[src/rtl/vram_console_pkg.sv]
// Shared constants, state encoding and cell arithmetic for the 80x50 VRAM console writer.
// Optional clear-screen (FF) support is enabled by defining VRAM_CONSOLE_FF_EN.
package vram_console_pkg;

  localparam int CONS_COLS = 80;
  localparam int CONS_ROWS = 50;

  localparam logic [7:0] CH_BS = 8'h08;
  localparam logic [7:0] CH_LF = 8'h0A;
  localparam logic [7:0] CH_FF = 8'h0C;
  localparam logic [7:0] CH_CR = 8'h0D;
  localparam logic [7:0] CH_SP = 8'h20;

  typedef enum logic [1:0] {
    ST_IDLE = 2'd0,
    ST_PUT  = 2'd1,
    ST_CLR  = 2'd2
`ifdef VRAM_CONSOLE_FF_EN
    , ST_FF = 2'd3
`endif
  } state_e;

  typedef enum logic [2:0] {
    CMD_NONE = 3'd0,
    CMD_ADV  = 3'd1,
    CMD_CR   = 3'd2,
    CMD_NL   = 3'd3,
    CMD_BS   = 3'd4,
    CMD_HOME = 3'd5
  } cursor_cmd_e;

  // row*80 + col without a multiplier: (row<<6) + (row<<4) + col
  function automatic logic [11:0] cell_index(input logic [5:0] row, input logic [6:0] col);
    logic [11:0] w_row_ext;
    w_row_ext = {6'd0, row};
    return (w_row_ext << 6) + (w_row_ext << 4) + {5'd0, col};
  endfunction

  function automatic logic [31:0] vram_word(input logic [7:0] attr, input logic [6:0] ch);
    return {16'h0000, attr, 1'b0, ch};
  endfunction

endpackage

[src/rtl/vram_console_cursor.sv]
// Cursor row/column counters with advance, carriage return, newline, backspace and home commands.
module vram_console_cursor
  import vram_console_pkg::*;
#(
  parameter int COLS = CONS_COLS,
  parameter int ROWS = CONS_ROWS
) (
  input  logic        i_clk,
  input  logic        i_rst,
  input  cursor_cmd_e i_cmd,
  output logic [6:0]  o_col,
  output logic [5:0]  o_row,
  output logic [5:0]  o_row_next,
  output logic        o_row_adv
);

  logic [6:0] r_col;
  logic [5:0] r_row;
  logic [6:0] w_col_d;
  logic [5:0] w_row_d;
  logic [5:0] w_row_next;
  logic       w_row_adv;

  assign w_row_next = (r_row == 6'(ROWS - 1)) ? 6'd0 : r_row + 6'd1;

  // Next cursor position; o_row_adv flags commands that move onto a new row
  always_comb begin
    w_col_d   = r_col;
    w_row_d   = r_row;
    w_row_adv = 1'b0;
    case (i_cmd)
      CMD_ADV: begin
        if (r_col == 7'(COLS - 1)) begin
          w_col_d   = 7'd0;
          w_row_d   = w_row_next;
          w_row_adv = 1'b1;
        end else begin
          w_col_d = r_col + 7'd1;
        end
      end
      CMD_CR: w_col_d = 7'd0;
      CMD_NL: begin
        w_col_d   = 7'd0;
        w_row_d   = w_row_next;
        w_row_adv = 1'b1;
      end
      CMD_BS: begin
        if (r_col != 7'd0) begin
          w_col_d = r_col - 7'd1;
        end else begin
          w_col_d = r_col;
        end
      end
      CMD_HOME: begin
        w_col_d = 7'd0;
        w_row_d = 6'd0;
      end
      default: w_col_d = r_col;
    endcase
  end

  always_ff @(posedge i_clk or posedge i_rst) begin
    if (i_rst) begin
      r_col <= 7'd0;
      r_row <= 6'd0;
    end else begin
      r_col <= w_col_d;
      r_row <= w_row_d;
    end
  end

  assign o_col      = r_col;
  assign o_row      = r_row;
  assign o_row_next = w_row_next;
  assign o_row_adv  = w_row_adv;

endmodule

[src/rtl/vram_console_writer.sv]
// Character stream to 80x50 text VRAM writer: cursor handling, CR/LF/BS, and new-row clearing.
// Define VRAM_CONSOLE_FF_EN to make 0x0C clear the whole screen and home the cursor.
module vram_console_writer
  import vram_console_pkg::*;
#(
  parameter int          COLS      = CONS_COLS,
  parameter int          ROWS      = CONS_ROWS,
  parameter logic [31:0] BASE_ADDR = 32'h0000_0000
) (
  input  logic        CLK,
  input  logic        RST,
  input  logic [7:0]  CH_DATA,
  input  logic        CH_VALID,
  output logic        CH_READY,
  input  logic [7:0]  ATTR,
  output logic [31:0] IO_Address,
  output logic [31:0] IO_Write_Data,
  output logic        WR,
  output logic [6:0]  CUR_COL,
  output logic [5:0]  CUR_ROW
);

  state_e      r_state, w_state_d;
  cursor_cmd_e w_cmd;
  logic        r_wr, w_wr_d;
  logic [31:0] r_addr, w_addr_d;
  logic [31:0] r_data, w_data_d;
  logic [7:0]  r_attr, w_attr_d;
  logic        r_is_bs, w_is_bs_d;
  logic [6:0]  r_clr_col, w_clr_col_d;
  logic [6:0]  w_col;
  logic [5:0]  w_row, w_row_next;
  logic        w_row_adv, w_hs, w_printable;
`ifdef VRAM_CONSOLE_FF_EN
  logic [11:0] r_ff_idx, w_ff_idx_d;
`endif

  function automatic logic [31:0] cell_addr(input logic [11:0] idx);
    return BASE_ADDR + {18'd0, idx, 2'b00};
  endfunction

  vram_console_cursor #(.COLS(COLS), .ROWS(ROWS)) u_cursor (
    .i_clk      (CLK),
    .i_rst      (RST),
    .i_cmd      (w_cmd),
    .o_col      (w_col),
    .o_row      (w_row),
    .o_row_next (w_row_next),
    .o_row_adv  (w_row_adv)
  );

  assign CH_READY    = (r_state == ST_IDLE);
  assign w_hs        = CH_VALID && (r_state == ST_IDLE);
  assign w_printable = (CH_DATA >= 8'h20) && (CH_DATA <= 8'h7E);

  // Cursor command; kept apart from the FSM so the wrap flag never feeds back into it
  always_comb begin
    w_cmd = CMD_NONE;
    case (r_state)
      ST_IDLE: begin
        if (w_hs && (CH_DATA == CH_CR)) begin
          w_cmd = CMD_CR;
        end else if (w_hs && (CH_DATA == CH_LF)) begin
          w_cmd = CMD_NL;
        end else begin
          w_cmd = CMD_NONE;
        end
      end
      ST_PUT: w_cmd = r_is_bs ? CMD_BS : CMD_ADV;
`ifdef VRAM_CONSOLE_FF_EN
      ST_FF: w_cmd = (r_ff_idx == 12'(COLS * ROWS)) ? CMD_HOME : CMD_NONE;
`endif
      default: w_cmd = CMD_NONE;
    endcase
  end

  always_comb begin
    w_state_d   = r_state;
    w_wr_d      = 1'b0;
    w_addr_d    = r_addr;
    w_data_d    = r_data;
    w_attr_d    = r_attr;
    w_is_bs_d   = r_is_bs;
    w_clr_col_d = r_clr_col;
`ifdef VRAM_CONSOLE_FF_EN
    w_ff_idx_d  = r_ff_idx;
`endif
    case (r_state)
      ST_IDLE: begin
        if (w_hs) begin
          w_attr_d = ATTR;
          if (w_printable) begin
            w_wr_d    = 1'b1;
            w_addr_d  = cell_addr(cell_index(w_row, w_col));
            w_data_d  = vram_word(ATTR, CH_DATA[6:0]);
            w_is_bs_d = 1'b0;
            w_state_d = ST_PUT;
          end else if ((CH_DATA == CH_BS) && (w_col != 7'd0)) begin
            w_wr_d    = 1'b1;
            w_addr_d  = cell_addr(cell_index(w_row, w_col - 7'd1));
            w_data_d  = vram_word(ATTR, CH_SP[6:0]);
            w_is_bs_d = 1'b1;
            w_state_d = ST_PUT;
          end else if (CH_DATA == CH_LF) begin
            w_wr_d      = 1'b1;
            w_addr_d    = cell_addr(cell_index(w_row_next, 7'd0));
            w_data_d    = vram_word(ATTR, CH_SP[6:0]);
            w_clr_col_d = 7'd1;
            w_state_d   = ST_CLR;
`ifdef VRAM_CONSOLE_FF_EN
          end else if (CH_DATA == CH_FF) begin
            w_wr_d     = 1'b1;
            w_addr_d   = cell_addr(12'd0);
            w_data_d   = vram_word(ATTR, CH_SP[6:0]);
            w_ff_idx_d = 12'd1;
            w_state_d  = ST_FF;
`endif
          end else begin
            w_state_d = ST_IDLE;
          end
        end else begin
          w_state_d = ST_IDLE;
        end
      end
      ST_PUT: begin
        if (w_row_adv) begin
          w_wr_d      = 1'b1;
          w_addr_d    = cell_addr(cell_index(w_row_next, 7'd0));
          w_data_d    = vram_word(r_attr, CH_SP[6:0]);
          w_clr_col_d = 7'd1;
          w_state_d   = ST_CLR;
        end else begin
          w_state_d = ST_IDLE;
        end
      end
      ST_CLR: begin
        if (r_clr_col < 7'(COLS)) begin
          w_wr_d      = 1'b1;
          w_addr_d    = cell_addr(cell_index(w_row, r_clr_col));
          w_data_d    = vram_word(r_attr, CH_SP[6:0]);
          w_clr_col_d = r_clr_col + 7'd1;
        end else begin
          w_clr_col_d = 7'd0;
          w_state_d   = ST_IDLE;
        end
      end
`ifdef VRAM_CONSOLE_FF_EN
      ST_FF: begin
        if (r_ff_idx < 12'(COLS * ROWS)) begin
          w_wr_d     = 1'b1;
          w_addr_d   = cell_addr(r_ff_idx);
          w_data_d   = vram_word(r_attr, CH_SP[6:0]);
          w_ff_idx_d = r_ff_idx + 12'd1;
        end else begin
          w_ff_idx_d = 12'd0;
          w_state_d  = ST_IDLE;
        end
      end
`endif
      default: w_state_d = ST_IDLE;
    endcase
  end

  always_ff @(posedge CLK or posedge RST) begin
    if (RST) begin
      r_state   <= ST_IDLE;
      r_wr      <= 1'b0;
      r_addr    <= BASE_ADDR;
      r_data    <= 32'd0;
      r_attr    <= 8'd0;
      r_is_bs   <= 1'b0;
      r_clr_col <= 7'd0;
`ifdef VRAM_CONSOLE_FF_EN
      r_ff_idx  <= 12'd0;
`endif
    end else begin
      r_state   <= w_state_d;
      r_wr      <= w_wr_d;
      r_addr    <= w_addr_d;
      r_data    <= w_data_d;
      r_attr    <= w_attr_d;
      r_is_bs   <= w_is_bs_d;
      r_clr_col <= w_clr_col_d;
`ifdef VRAM_CONSOLE_FF_EN
      r_ff_idx  <= w_ff_idx_d;
`endif
    end
  end

  assign WR            = r_wr;
  assign IO_Address    = r_addr;
  assign IO_Write_Data = r_data;
  assign CUR_COL       = w_col;
  assign CUR_ROW       = w_row;

endmodule
[config.mk]
export PLATFORM = sky130hd
export DESIGN_NAME = vram_console_writer
export DESIGN_NICKNAME = d
export VERILOG_FILES = /design/src/rtl/vram_console_pkg.sv /design/src/rtl/vram_console_cursor.sv /design/src/rtl/vram_console_writer.sv
export SDC_FILE = /design/constraint.sdc
export NUM_CORES = 1
export LEC_CHECK = 0
export ABC_AREA = 1
export BUFFER_PORTS_ARGS = -buffer_cell sky130_fd_sc_hd__buf_2
export CAP_MARGIN = 20
export CORE_UTILIZATION = 37
export CTS_CLUSTER_DIAMETER = 40
export CTS_CLUSTER_SIZE = 24
export DETAILED_ROUTE_END_ITERATION = 7
export GPL_TIMING_DRIVEN = 0
export SETUP_SLACK_MARGIN = 0.2
export SLEW_MARGIN = 20
export SYNTH_ARGS = -nofsm -noshare
export SYNTH_HDL_FRONTEND = slang
export SYNTH_SLANG_ARGS = --single-unit
[constraint.sdc]
create_clock -name CLK -period 2.6 [get_ports CLK]
set_input_delay 0.52 -clock CLK [delete_from_list [all_inputs] [get_ports CLK]]
set_output_delay 0.52 -clock CLK [all_outputs]
set_load 0.05 [all_outputs]
# After elaboration in Yosys (flattened, before gate mapping)
# Index checks and enable logic that the tools add are counted.
# W data, S select, Z words.
dict set report word_totals {
  regBits 96
  input_bits 19
  out_inout_bits 79
}
dict set report op_classes {
  n_addsub 9
  magnitude_cmp 3
  eq_ne 22
  mux 49
  n_reduce_logical 18
}
# op n
set ops {}
lappend ops {{$mux W32} 12}
lappend ops {{$pmux W32 S3} 2}
lappend ops {{$mux W7} 8}
lappend ops {{$pmux W7 S3} 2}
lappend ops {{$add A12 B7 Y12} 3}
lappend ops {{$add A12 B10 Y12} 2}
lappend ops {{$eq A8 B4 Y1 const B} 3}
lappend ops {{$pmux W6 S3} 1}
lappend ops {{$add A7 B1 Y7 const B} 2}
lappend ops {{$mux W2} 7}
lappend ops {{$mux W6} 2}
lappend ops {{$ne A2 B2 Y1 const B} 5}
lappend ops {{$mux W1} 9}
lappend ops {{$reduce_bool A3 Y1} 3}
lappend ops {{$ge A8 B6 Y1 const B} 1}
lappend ops {{$le A8 B7 Y1 const B} 1}
lappend ops {{$ne A2 B1 Y1 const B} 4}
lappend ops {{$eq A7 B7 Y1 const B} 1}
lappend ops {{$lt A7 B7 Y1 const B} 1}
lappend ops {{$reduce_bool A7 Y1} 1}
lappend ops {{$sub A7 B1 Y7 const B} 1}
lappend ops {{$add A6 B1 Y6 const B} 1}
lappend ops {{$eq A3 B2 Y1 const B} 2}
lappend ops {{$eq A3 B3 Y1 const B} 2}
lappend ops {{other kinds (18)} 25}

# Depth between registers and ports, before layout
dict set report logic_depth {
  word_depth 10
  depth_mapped 18
}

# By module
# A second synthesis with hierarchy kept.
dict set report hier_totals {
  hier_cells 717
  hier_area_um2 4992.3
}
# mod n_inst cells_each area_per_inst_um2
set by_module_without_submodules {}
lappend by_module_without_submodules {vram_console_writer 1 554 3910.0}
lappend by_module_without_submodules {vram_console_cursor 1 163 1082.3}

# Worst setup path after synthesis
# OpenSTA, ideal clock, no wires.
dict set report synth_timing {
  path_kind {register to register}
  start {register u_cursor.r_row[1], in the netlist u_cursor.o_row[1]}
  end {register r_addr[12], in the netlist IO_Address[12]}
  setup_ns 0.077
  t_arrival_ns 3.017
  required_time_ns 2.523
  setup_slack_ns -0.494
  path_stages_with_launch 16
  n_path_buf 0
  path_cell_list {dfrtp_1 > inv_1 > ha_1 > nand3_1 > o21ai_0 > a21oi_1 > ha_1 > inv_1 > fa_1 > o21ai_0 > a21oi_1 > xor2_1 > nand2_1 > nand3_1 > nand2_1 > a21oi_1}
}
dict set report synth_between {
  elab_chain_len 8
  word_cells_on_any_way 15
  classes_between {add/sub: 6; eq/ne: 1; mux: 8}
}
# element line_no
set synth_lines {}
lappend synth_lines {{start, declared} vram_console_cursor.sv:18} ;# logic [5:0] r_row;
lappend synth_lines {{start signal, assigned} vram_console_cursor.sv:68} ;# r_row <= w_row_d;
lappend synth_lines {{$add A6 B1 Y6 or $eq A6 B6 Y1 (tied branches)} vram_console_cursor.sv:24} ;# assign w_row_next = (r_row == 6'(ROWS - 1)) ? 6'd0 : r_row + 6'd1;
lappend synth_lines {{$mux W6} vram_console_cursor.sv:24}
lappend synth_lines {{$add A12 B10 Y12} vram_console_pkg.sv:36} ;# return (w_row_ext << 6) + (w_row_ext << 4) + {5'd0, col};
lappend synth_lines {{$mux W32} vram_console_writer.sv:104} ;# end else if (CH_DATA == CH_LF) begin
lappend synth_lines {{$mux W32} vram_console_writer.sv:98} ;# end else if ((CH_DATA == CH_BS) && (w_col != 7'd0)) begin
lappend synth_lines {{$mux W32} vram_console_writer.sv:92} ;# if (w_printable) begin
lappend synth_lines {{$mux W32} vram_console_writer.sv:90} ;# if (w_hs) begin
lappend synth_lines {{$pmux W32 S3 *} vram_console_writer.sv:88} ;# case (r_state)
lappend synth_lines {{end signal, assigned} vram_console_writer.sv:179} ;# r_addr <= w_addr_d;
lappend synth_lines {{end, declared} vram_console_writer.sv:26} ;# logic [31:0] r_addr, w_addr_d;
# Mark *: on every way between the ends. The rest lies on a longest branch, timed or not. The select of a mux whose other input is x is not followed.
# A chain may end at the register's enable or synchronous reset.

# Worst setup path in the final report
dict set report layout_timing {
  start {register u_cursor.r_row[0], in the netlist u_cursor.o_row[0]}
  end {register r_addr[12], in the netlist IO_Address[12]}
}
# Same word-level chain as after synthesis.

==> run metrics <==
overall routing resource usage 21.5%; Die Ht 116 µm; Inserted Diodes 0; Main synth FF type dfrtp_1; Final setup viols 0; Critical Path End Type flop; met1 Use GR 27.4%; crit path DAT 2.70 ns; CTS clk-pin slew, worst paths 0.05 ns; Layout Nets 888; most common cell after layout, fill and taps aside nand2_1; grt met3 use 3.29%; delay-heaviest family, CP adder cells; most used cell, CP a21oi_2; layout cell share with drive strength beyond 1 34.0%; Fill cells 1234; number of vias per cell 4.87; Seq/Total Area, Yosys 30.8%; crit path launch u_cursor.o_row[0]; first-pass GRT wire length 22000 µm; most frequent cells in the layout nand2_1, buf_4, inv_1, buf_2, dfrtp_1; Post-synth EDFFs 0; Slowest cell on crit path dfrtp_2; grt total ovfl 0; maximum achievable frequency 411 MHz; cts hold-fix bufs 0; Yosys cell types 38; Yosys warning count 0; full die area 0.0134 mm²; worst path bufs/invs 1; busiest grt layer met2; starting density of the core 38.0%; crit path kind reg2reg; initial antenna violation count 0; crit-path cells ha_4 -> nand3_4 -> o21ai_2 -> a21oi_2 -> ha_2 -> inv_2 -> fa_2 -> o21ai_2 -> a21oi_2 -> xor2_2 -> nand2_1 -> nand3_1 -> nand2_1 -> a21oi_2; Synth Area in Compound Gates 12.1%; vias in the first global route 4518; xor/xnor cell area share of the yosys netlist 2.56%; IO Count 98; Seq pwr share 38.7%; Post-Synth Adder-Cell Area 9.14%; Switch Pwr 0.605 mW; met2 Use GR 36.1%; total number of vias 4940; Simple-Gate Fraction of Synth Area 30.5%; max-cap violations 0; post-layout util 51.5%; DRT iter0 DRCs 370; Die X 116 µm; logic gate share of total power 9.5%; CTS H-tree depth 3; Routed Antenna Nets 0; drt first pass iters 6; wire per inst 14.3 µm; Pleak 3.32 nW; asr flop ratio synth 100%; Placer Congestion 0.907; P_int 1.77 mW; Syn Area/Cell 7.01 µm²; status finished, final reports clean; final hold viol count 0; worst hold slack 0.164 ns; final-report max-slew violation count 0; worst-margin pin slew 0.587 ns; Skew-Pair Late Insertion Delay 0.34 ns; CTS buffer count 9; number of port buffers 60; Root Buffer clkbuf_16; HPWL Detailed 10600 µm; Cell Area, Synth 0.00479 mm²; Area Overhead vs Synth 35.5%; Cell Pwr Density 365 mW/mm²; multiplexer area fraction after synthesis 0.235%; design area 0.00649 mm²; min Tclk post-route 2.43 ns; DRC violations left 0; CTS max path bufs 2; Core ar. 0.0126 mm²; Tcrit/Tclk final 93.6%; clock sinks 59; worst rel slew slack 60.9%; crit start category flop; switching share of power 25.5%; #FFs+latches synth 59; largest net degree at the start of global routing 33; largest family of logic cells by synthesized area simple AND/OR/NAND/NOR gates; crit-path max cell delay 0.49 ns; Post-Place Worst Slack -0.139 ns; Gate Count Post-Synth 684; Clock Skews 0.00806 ns; Clock Power Share 51.7%; Final WS setup 0.166 ns; placed inst area 0.00554 mm²; TritonCTS clock tree yes; Critical Path RT 2.87 ns; reg2reg start u_cursor.o_row[0]; peak supply drop 0.229 mV; Worst Hold Class in2async; Core Rows 41; total length of routed wires 14500 µm; CP max FO 6; RSZ-0062 raised after global routing true
-- Yosys cell counts, types with 3 or more instances --
cell | count | share of area (%)
buf_4 | 40 | 6.3
nand2_4 | 3 | 0.70
or2_2 | 4 | 0.52
dfrtp_1 | 59 | 31
o21ai_0 | 45 | 4.7
o211ai_1 | 4 | 0.63
nand3_1 | 51 | 5.3
nand3_2 | 4 | 0.84
o21ai_1 | 18 | 1.9
nor2_1 | 36 | 2.8
ha_1 | 27 | 7.0
inv_2 | 10 | 0.78
nor3_1 | 11 | 1.1
inv_1 | 78 | 6.1
nand2_1 | 201 | 16
nor2_2 | 4 | 0.52
buf_2 | 4 | 0.42
clkbuf_1 | 6 | 0.47
o22ai_1 | 3 | 0.39
a21oi_1 | 21 | 2.2
o211ai_2 | 5 | 1.3
fa_1 | 5 | 2.1
xor2_1 | 12 | 2.2
nand4_1 | 12 | 1.6
nand2_2 | 6 | 0.78
-- registers in the layout, indices dropped and copies added, names as in the netlist --
register and flops:
IO_Write_Data 15, IO_Address 12, r_attr 8, r_clr_col 7, u_cursor.o_col 7, u_cursor.o_row 6
r_state 2, WR 1, r_is_bs 1
-- power groups by stage --
stage          clock [mW]  sequential, mW  combinational [mW]
6_report             1.23           0.919               0.226
5_1_grt              1.29           0.918               0.243
4_1_cts              1.25           0.919               0.226
3_5_place_dp            0           0.935               0.226
3_3_place_gp            0           0.935               0.220
2_1_floorplan           0           0.935               0.192
-- stage by stage --
step | setup TNS (ns) | total power [mW] | cells
global placement | -13.80 | 1.16 | 952
CTS | 0 | 2.39 | 987
floorplan | 0 | 1.13 | 720
detailed placement | -0.214 | 1.16 | 953
finish | 0 | 2.37 | 1014
global route | 0 | 2.45 | 1014
-- what timing repair did --
action                                  4_1_cts  5_1_grt
pin swaps                                    12       34
cloned                                        0        0
buffers inserted                             18       27
endpoints found under the setup margin        5       20
resized for setup                            26       56
-- logic make-up (layout without fill, tap and decap cells) --
| kind of cell | Yosys count | in the layout |
|---|---|---|
| compound gates | 101 | 101 |
| xor+xnor | 14 | 14 |
| fa+ha+maj | 32 | 32 |
| buf+inv | 141 | 263 |
| flops | 59 | 59 |
| mux | 1 | 1 |
| other cells | 1 | 37 |
| simple gates | 335 | 335 |
-- worst register-to-register path: stages, from the launching register on --
cell,delay (ns)
dfrtp_2,0.49
ha_4,0.20
nand3_4,0.07
o21ai_2,0.06
a21oi_2,0.14
ha_2,0.22
inv_2,0.04
fa_2,0.35
o21ai_2,0.17
a21oi_2,0.09
xor2_2,0.18
nand2_1,0.08
nand3_1,0.09
nand2_1,0.07
a21oi_2,0.11
-- area by class of cell --
cell class	instances	area (µm²)	area share, %
Buffer	52	373	5.74
Clock buffer	12	256	3.95
Clock inverter	4	48.8	0.751
Inverter	89	357	5.49
Multi-Input combinational cell	520	3080	47.4
Sequential cell	59	1490	23.0
Tap cell	172	215	3.31
Timing Repair Buffer	106	678	10.4
-- metal layers --
layer  up-vias  wire length (µm)  share of wire (%)
met2       147              7130                 49
met5         -                 0                  0
met1      2331              6300                 44
li1       2431                 -                  -
met4         0               377                2.6
met3        31               675                4.7
-- worst paths after layout --
check / slack (ns) / cells past startpoint / to
hold reg to reg: 0.48 / 2 / IO_Address[10]
setup / recovery: 0.17 / 14 / IO_Address[12]
setup reg to reg: 0.17 / 14 / IO_Address[12]
min in group CLK: 0.46 / 3 / IO_Write_Data[0]
max in group asynchronous: 1.93 / 3 / u_cursor.o_row[4]
hold / removal: 0.16 / 2 / r_attr[0]
Power figures use the tool's default switching activity.
